**src/rtl/pc_stack_unit.sv**
```systemverilog
// Program counter with branch/call/return sequencing and a small LIFO
// return-address stack that reports sticky overflow/underflow.
module pc_stack_unit #(
    parameter int PC_WIDTH    = 8,
    parameter int STACK_DEPTH = 4,
    parameter int DEPTH_WIDTH = 3
) (
    input  logic                   clock,
    input  logic                   reset,
    input  logic                   stall,
    input  logic                   zeroFlag,
    input  logic                   isBranch,
    input  logic                   isBranchEqual,
    input  logic                   isBranchNotEqual,
    input  logic                   isCall,
    input  logic                   isReturn,
    input  logic [PC_WIDTH-1:0]    immediate_address,
    output logic [PC_WIDTH-1:0]    PC,
    output logic [DEPTH_WIDTH-1:0] stackDepth,
    output logic                   stackOverflow,
    output logic                   stackUnderflow
);

    localparam logic [PC_WIDTH-1:0]    PC_ONE    = PC_WIDTH'(1);
    localparam logic [DEPTH_WIDTH-1:0] DEPTH_ONE = DEPTH_WIDTH'(1);
    localparam logic [DEPTH_WIDTH-1:0] DEPTH_MAX = DEPTH_WIDTH'(STACK_DEPTH);

    logic [PC_WIDTH-1:0]    pc_q, pc_d;
    logic [DEPTH_WIDTH-1:0] depth_q, depth_d;
    logic                   ovf_q, ovf_d;
    logic                   unf_q, unf_d;
    logic [PC_WIDTH-1:0]    stack_q [STACK_DEPTH];
    logic [PC_WIDTH-1:0]    stack_d [STACK_DEPTH];

    logic [PC_WIDTH-1:0]    pc_inc;
    logic [PC_WIDTH-1:0]    top_entry;
    logic                   push;
    logic                   stack_empty;
    logic                   stack_full;

    assign pc_inc      = pc_q + PC_ONE;
    assign stack_empty = (depth_q == '0);
    assign stack_full  = (depth_q == DEPTH_MAX);

    always_comb begin
        top_entry = '0;
        for (int i = 0; i < STACK_DEPTH; i++) begin
            if (depth_q == DEPTH_WIDTH'(i + 1)) top_entry = stack_q[i];
        end
    end

    // Return beats call beats branch; a suppressed call/return still advances PC.
    always_comb begin
        pc_d    = pc_q;
        depth_d = depth_q;
        ovf_d   = ovf_q;
        unf_d   = unf_q;
        push    = 1'b0;
        if (!stall) begin
            pc_d = pc_inc;
            if (isReturn) begin
                if (!stack_empty) begin
                    pc_d    = top_entry;
                    depth_d = depth_q - DEPTH_ONE;
                end else begin
                    unf_d = 1'b1;
                end
            end else if (isCall) begin
                if (!stack_full) begin
                    push    = 1'b1;
                    pc_d    = immediate_address;
                    depth_d = depth_q + DEPTH_ONE;
                end else begin
                    ovf_d = 1'b1;
                end
            end else if (isBranch) begin
                if (isBranchEqual && isBranchNotEqual) begin
                    pc_d = pc_inc;
                end else if (isBranchEqual) begin
                    if (zeroFlag) pc_d = pc_q + immediate_address;
                end else if (isBranchNotEqual) begin
                    if (!zeroFlag) pc_d = pc_q + immediate_address;
                end else begin
                    pc_d = immediate_address;
                end
            end
        end
    end

    // The slot at the current depth is the next free one, so a pop then push reuses it.
    for (genvar gi = 0; gi < STACK_DEPTH; gi++) begin : g_entry
        assign stack_d[gi] = (push && depth_q == DEPTH_WIDTH'(gi)) ? pc_inc : stack_q[gi];
    end

    always_ff @(posedge clock or negedge reset) begin
        if (!reset) begin
            pc_q    <= '0;
            depth_q <= '0;
            ovf_q   <= 1'b0;
            unf_q   <= 1'b0;
            for (int i = 0; i < STACK_DEPTH; i++) stack_q[i] <= '0;
        end else begin
            pc_q    <= pc_d;
            depth_q <= depth_d;
            ovf_q   <= ovf_d;
            unf_q   <= unf_d;
            for (int i = 0; i < STACK_DEPTH; i++) stack_q[i] <= stack_d[i];
        end
    end

    assign PC             = pc_q;
    assign stackDepth     = depth_q;
    assign stackOverflow  = ovf_q;
    assign stackUnderflow = unf_q;

endmodule

```
**config.mk**
```make
export PLATFORM = sky130hd
export DESIGN_NAME = pc_stack_unit
export DESIGN_NICKNAME = d
export VERILOG_FILES = /design/src/rtl/pc_stack_unit.sv
export SDC_FILE = /design/constraint.sdc
export NUM_CORES = 1
export LEC_CHECK = 0
export BUFFER_PORTS_ARGS = -buffer_cell sky130_fd_sc_hd__clkbuf_2
export CAP_MARGIN = 0
export CORE_MARGIN = 3
export CORE_UTILIZATION = 30
export CTS_CLUSTER_DIAMETER = 30
export CTS_CLUSTER_SIZE = 24
export DETAILED_ROUTE_END_ITERATION = 7
export GPL_ROUTABILITY_DRIVEN = 0
export SETUP_SLACK_MARGIN = 0.3
export SYNTH_ARGS = -nofsm -noshare
export SYNTH_HDL_FRONTEND = slang
export SYNTH_SLANG_ARGS = --single-unit
```
**constraint.sdc**
```tcl
create_clock -name clock -period 2.11 [get_ports clock]
set_input_delay 0.211 -clock clock [delete_from_list [all_inputs] [get_ports clock]]
set_output_delay 0.211 -clock clock [all_outputs]
set_load 0.03 [all_outputs]
```
Word-level counts from Yosys, hierarchy flattened
Cells that the tools add are included.

Bits of input ports: 17. Output and inout port bits: 13. Bits in registers: 45. Logic and storage cells: 52.

Equality and inequality tests: 6. Bitwise logic cells: 2. Multiplexer cells: 22. Add/sub/neg operators: 4. Reductions and logical operators: 10.

Operators with widths (number): 8-bit 2-to-1 mux (14); 3-bit 2-to-1 mux (4); 8-bit by 1-bit adder with 8-bit output (second input constant) (1); 8-bit adder (1); 4-bit AND reduction (2); 3-bit by 2-bit equality test with 1-bit output (second input constant) (2); 1-bit logical AND (5); 1-bit 2-to-1 mux (4); 2-bit inequality test (second input constant) (2); 3-bit by 1-bit adder with 3-bit output (second input constant) (1); 3-bit by 1-bit equality test with 1-bit output (second input constant) (1); 3-bit equality test (second input constant) (1); 3-bit zero test (1); 3-bit AND reduction (1); 3-bit by 1-bit subtractor with 3-bit output (second input constant) (1); 1-bit inverter (2); 2-bit nonzero test (1).

Longest topological paths before layout
Depth after elaboration: 8. Gate-level depth with buffers: 10. Gate-level depth less buffers: 9.

Least setup slack after synthesis
OpenSTA, ideal clock, no wires.

Path type: reg-to-reg. Start point: reg depth_q[2] (netlist: stackDepth[2]). End point: reg pc_q[7] (netlist: PC[7]). Arrival time: 2.221 ns. Slack: -0.243 ns. Library setup time: 0.131 ns. Stages on the path, launching flop included: 10. Buffers on the path: 2. Cells stage by stage: dfrtp_1 -> inv_1 -> clkbuf_1 -> ha_1 -> clkbuf_1 -> nor2_1 -> a22oi_1 -> nor2_1 -> o31a_1 -> or3_1.

Cells in the longest elaborated chain, start to end: 7.

Ends and longest elaborated chain: start, declared (RTL line 29) `logic [DEPTH_WIDTH-1:0] depth_q, depth_d;`; start signal, assigned (RTL line 104) `depth_q <= depth_d;`; 3-bit by 1-bit equality test with 1-bit output (RTL line 48) `if (depth_q == DEPTH_WIDTH'(i + 1)) top_entry = stack_q[i];`; 8-bit 2-to-1 mux (4 in a row) (RTL line 48); 8-bit 2-to-1 mux (RTL line 62) `if (!stack_empty) begin`; 8-bit 2-to-1 mux * (RTL line 61) `if (isReturn) begin`; end signal, assigned (RTL line 103) `pc_q <= pc_d;`; end, declared (RTL line 28) `logic [PC_WIDTH-1:0] pc_q, pc_d;`.

Mark *: on every way between the ends. The rest lies on a longest branch, timed or not. A chain may end at the register's enable or synchronous reset.

Worst setup path in the final report
Start point: reg pc_q[0] (netlist: PC[0]). End point: reg pc_q[6] (netlist: PC[6]).

Cells in the longest elaborated chain, start to end: 8.

Ends and longest elaborated chain: 8-bit adder or 8-bit by 1-bit adder with 8-bit output (tied branches) (RTL line 80, 82, 41); 8-bit 2-to-1 mux (RTL line 82) `if (!zeroFlag) pc_d = pc_q + immediate_address;`; 8-bit 2-to-1 mux (RTL line 81) `end else if (isBranchNotEqual) begin`; 8-bit 2-to-1 mux (RTL line 79) `end else if (isBranchEqual) begin`; 8-bit 2-to-1 mux (RTL line 77) `if (isBranchEqual && isBranchNotEqual) begin`; 8-bit 2-to-1 mux (RTL line 76) `end else if (isBranch) begin`; 8-bit 2-to-1 mux (RTL line 68) `end else if (isCall) begin`; 8-bit 2-to-1 mux * (RTL line 61).

Marks and branches as above.

==> metrics.txt <==
outcome completed; final global-route overflow total 0; Clk Latency, worst-skew pair 0.32 ns; share of cells above drive strength 1 0.342; Synth Register Bits 45; wire per inst 16.1 µm; Slew @ Worst Pin 0.588 ns; Sw Share 0.432; total track usage 0.162; Reg clk slew, reported paths 0.10 ns; most frequent cells in the layout 58 x nand2_1, 42 x o21ai_0, 41 x buf_4; Int Pwr 0.00315 W; IO Count 30; fin crit period 2.07 ns; crit path max-delay cell type dfrtp_2; Mean Syn Cell Area 8.61 µm²; Layout area overhead 33.0%; CP Cell Sequence ha_4 -> inv_2 -> fa_2 -> nor2b_2 -> o31a_1 -> o22ai_2 -> xnor2_1 -> a2111oi_1 -> o21ai_1; final hold violation count 0; syn_nets 388; max-slew violations 0; DRC 0; cell family with most CP delay compound AO/OA/AOI/OAI gates; Die X-Extent 107 µm; Yosys cell types 59; chip height 107 µm; number of synthesized flops with an enable pin 0; sequential area share after synthesis 0.367; switching power 0.00239 W; peak supply drop 0.886 mV; Setup CP Type register to register; worst setup margin 0.0370 ns; yosys warns 0; Final Cycle Share 0.982; CP max stage delay 0.39 ns; critical path required time 2.31 ns; register area 1130 µm²; Core Rows 36; clk sinks 45; final WL 8910 µm; Multi-input gate area 2060 µm²; most common cell after layout, fill and taps aside nand2_1; CTS root buf clkbuf_8; register share of total power 0.278; vias in the first global route 2880; DRT iter0 DRCs 173; leak pwr 1.80 nW; First-pass DRT Iterations 4; vias 2914; achievable frequency 0.482 GHz; Fill cells 961; CP Launch Type register; Critical Path AT 2.28 ns; htree depth 2; worst-case clock buffer depth 2; RSZ-0062 raised after global routing yes; Setup violations, final 0; TritonCTS clock tree built; HPWL after DPL 6700 µm; Worst Setup Slack post-DPL -0.0512 ns; n_diodes 0; max cap viols 0; fin util 0.413; CP max FO 4; Bufs and invs on worst path 1; Initial Util 0.311; initial antenna violation count 0; Routed Antenna Nets 0; Worst setup EP type register; Cell Area, Synth 3070 µm²; Nets 452; Final Skew 0.0177 ns; Tightest Hold Check Type input pin to register; Async SR Flop Fraction 1.00; DR vias/cell 5.26; largest net degree at the start of global routing 21; Pwr Density 1360 nW/µm²; die area 11500 µm²; ys flop type dfrtp_1; core area 9860 µm²; count of input and output buffers 29; Cells after Synth 356; Clock power frac 0.122; CTS buffer count 5; Comb power frac 0.600; Slew HR 0.605; first-pass GRT wire length 14800 µm
-- cell families (layout without fill, tap and decap cells) --
group	Yosys count	after routing	synth area share
XOR/XNOR	14	14	0.0425
flip-flops	45	45	0.367
AND/OR/NAND/NOR	105	105	0.156
AO/OA/AOI/OAI	136	136	0.301
buffers and inverters	35	100	0.0482
multiplexers	6	6	0.0212
adder cells (fa/ha/maj)	15	15	0.0637
-- path summary, 6_finish.rpt --
| kind | start | endpoint | slack [ns] | cells after the start |
|---|---|---|---|---|
| setup reg to reg | PC[0]$_DFFE_PN0N_ | PC[6]$_DFFE_PN0N_ | 0.04 | 9 |
| min in group asynchronous | reset | stack_q[6]$_DFFE_PN0P_ | 0.37 | 2 |
| hold reg to reg | stackOverflow$_DFFE_PN0P_ | stackOverflow$_DFFE_PN0P_ | 0.47 | 1 |
| hold / removal | isBranch | PC[4]$_DFFE_PN0N_ | 0.27 | 3 |
| max in group asynchronous | reset | stackDepth[2]$_DFFE_PN0P_ | 1.12 | 3 |
| setup / recovery | PC[0]$_DFFE_PN0N_ | PC[6]$_DFFE_PN0N_ | 0.04 | 9 |
-- layer usage --
layer / GRT usage / routed length [µm] / vias to the layer above
li1: - / - / 1440
met1: 0.217 / 3970 / 1410
met2: 0.275 / 4490 / 57
met3: 0.0271 / 352 / 7
met4: 0.0347 / 100 / 0
met5: 0 / 0 / -
-- tightest hold or removal path, cell delays in order --
cell and delay [ns]:
clkbuf_2 0.15, nand2_1 0.09, o211ai_1 0.10
-- sequential cells by signal, summed over array words and instances (netlist names) --
signal and count:
stackOverflow 1, stack_q 32, PC 8, stackDepth 3
stackUnderflow 1
-- synthesized netlist by cell type (2+ instances only) --
library cell | n | area share
mux2i_1 | 2 | 0.0065
xnor2_1 | 6 | 0.017
a22o_1 | 9 | 0.026
or3_1 | 2 | 0.0041
o21ai_0 | 47 | 0.077
o21ai_1 | 2 | 0.0033
nand2_1 | 60 | 0.073
nor3_1 | 2 | 0.0033
o31a_1 | 3 | 0.0086
a21o_1 | 7 | 0.017
xor2_1 | 7 | 0.020
and2_1 | 3 | 0.0061
a221oi_1 | 5 | 0.014
nand2b_1 | 2 | 0.0041
and3_1 | 3 | 0.0061
a2bb2oi_1 | 3 | 0.0086
a221o_1 | 4 | 0.013
a31oi_1 | 4 | 0.0082
nor2_1 | 16 | 0.020
clkbuf_1 | 15 | 0.018
nor2b_1 | 4 | 0.0082
o22ai_1 | 4 | 0.0082
nand3_1 | 7 | 0.011
o211ai_1 | 9 | 0.022
mux2_2 | 4 | 0.015
a211o_1 | 2 | 0.0057
ha_1 | 14 | 0.057
dfrtp_1 | 45 | 0.37
inv_1 | 14 | 0.017
a22oi_1 | 3 | 0.0073
a21oi_1 | 14 | 0.023
buf_2 | 4 | 0.0065
a211oi_1 | 4 | 0.0098
-- through the flow --
step / setup TNS (ns) / area [µm²] / power [W] / hold WS, ns / cells
6_report: 0 / 4080 / 0.00554 / 0.268 / 554
5_1_grt: -0.0827 / 4080 / 0.00597 / 0.269 / 554
4_1_cts: 0 / 3900 / 0.00525 / 0.256 / 548
3_5_place_dp: -0.100 / 3590 / 0.00426 / 0.186 / 529
3_3_place_gp: -0.0594 / 3590 / 0.00421 / 0.190 / 529
2_1_floorplan: 0 / 3160 / 0.00341 / -0.0846 / 356
-- area by class of cell --
type	instances	share of cell area
timing repair buffer	78	0.135
sequential	45	0.278
inverter	14	0.0141
multi-input combinational	276	0.504
clock buffer	6	0.0178
tap	133	0.0408
clock inverter	2	0.00951
-- power by group through the flow --
stage / combinational (W) / sequential [W] / clock [W]
after floorplan: 0.00170 / 0.00171 / 0
after global placement: 0.00269 / 0.00152 / 0
after detailed placement: 0.00274 / 0.00153 / 0
after CTS: 0.00304 / 0.00153 / 0.000690
after global routing: 0.00366 / 0.00158 / 0.000728
final: 0.00332 / 0.00154 / 0.000674
-- repair_timing --
item	in CTS	in global routing
endpoints found under the setup margin	12	22
endpoints found under the hold margin	16	0
pin swaps	19	17
gates resized for setup	19	34
hold buffers	1	0
setup buffers	10	6
Note: power is estimated with default switching activity, not from simulation.
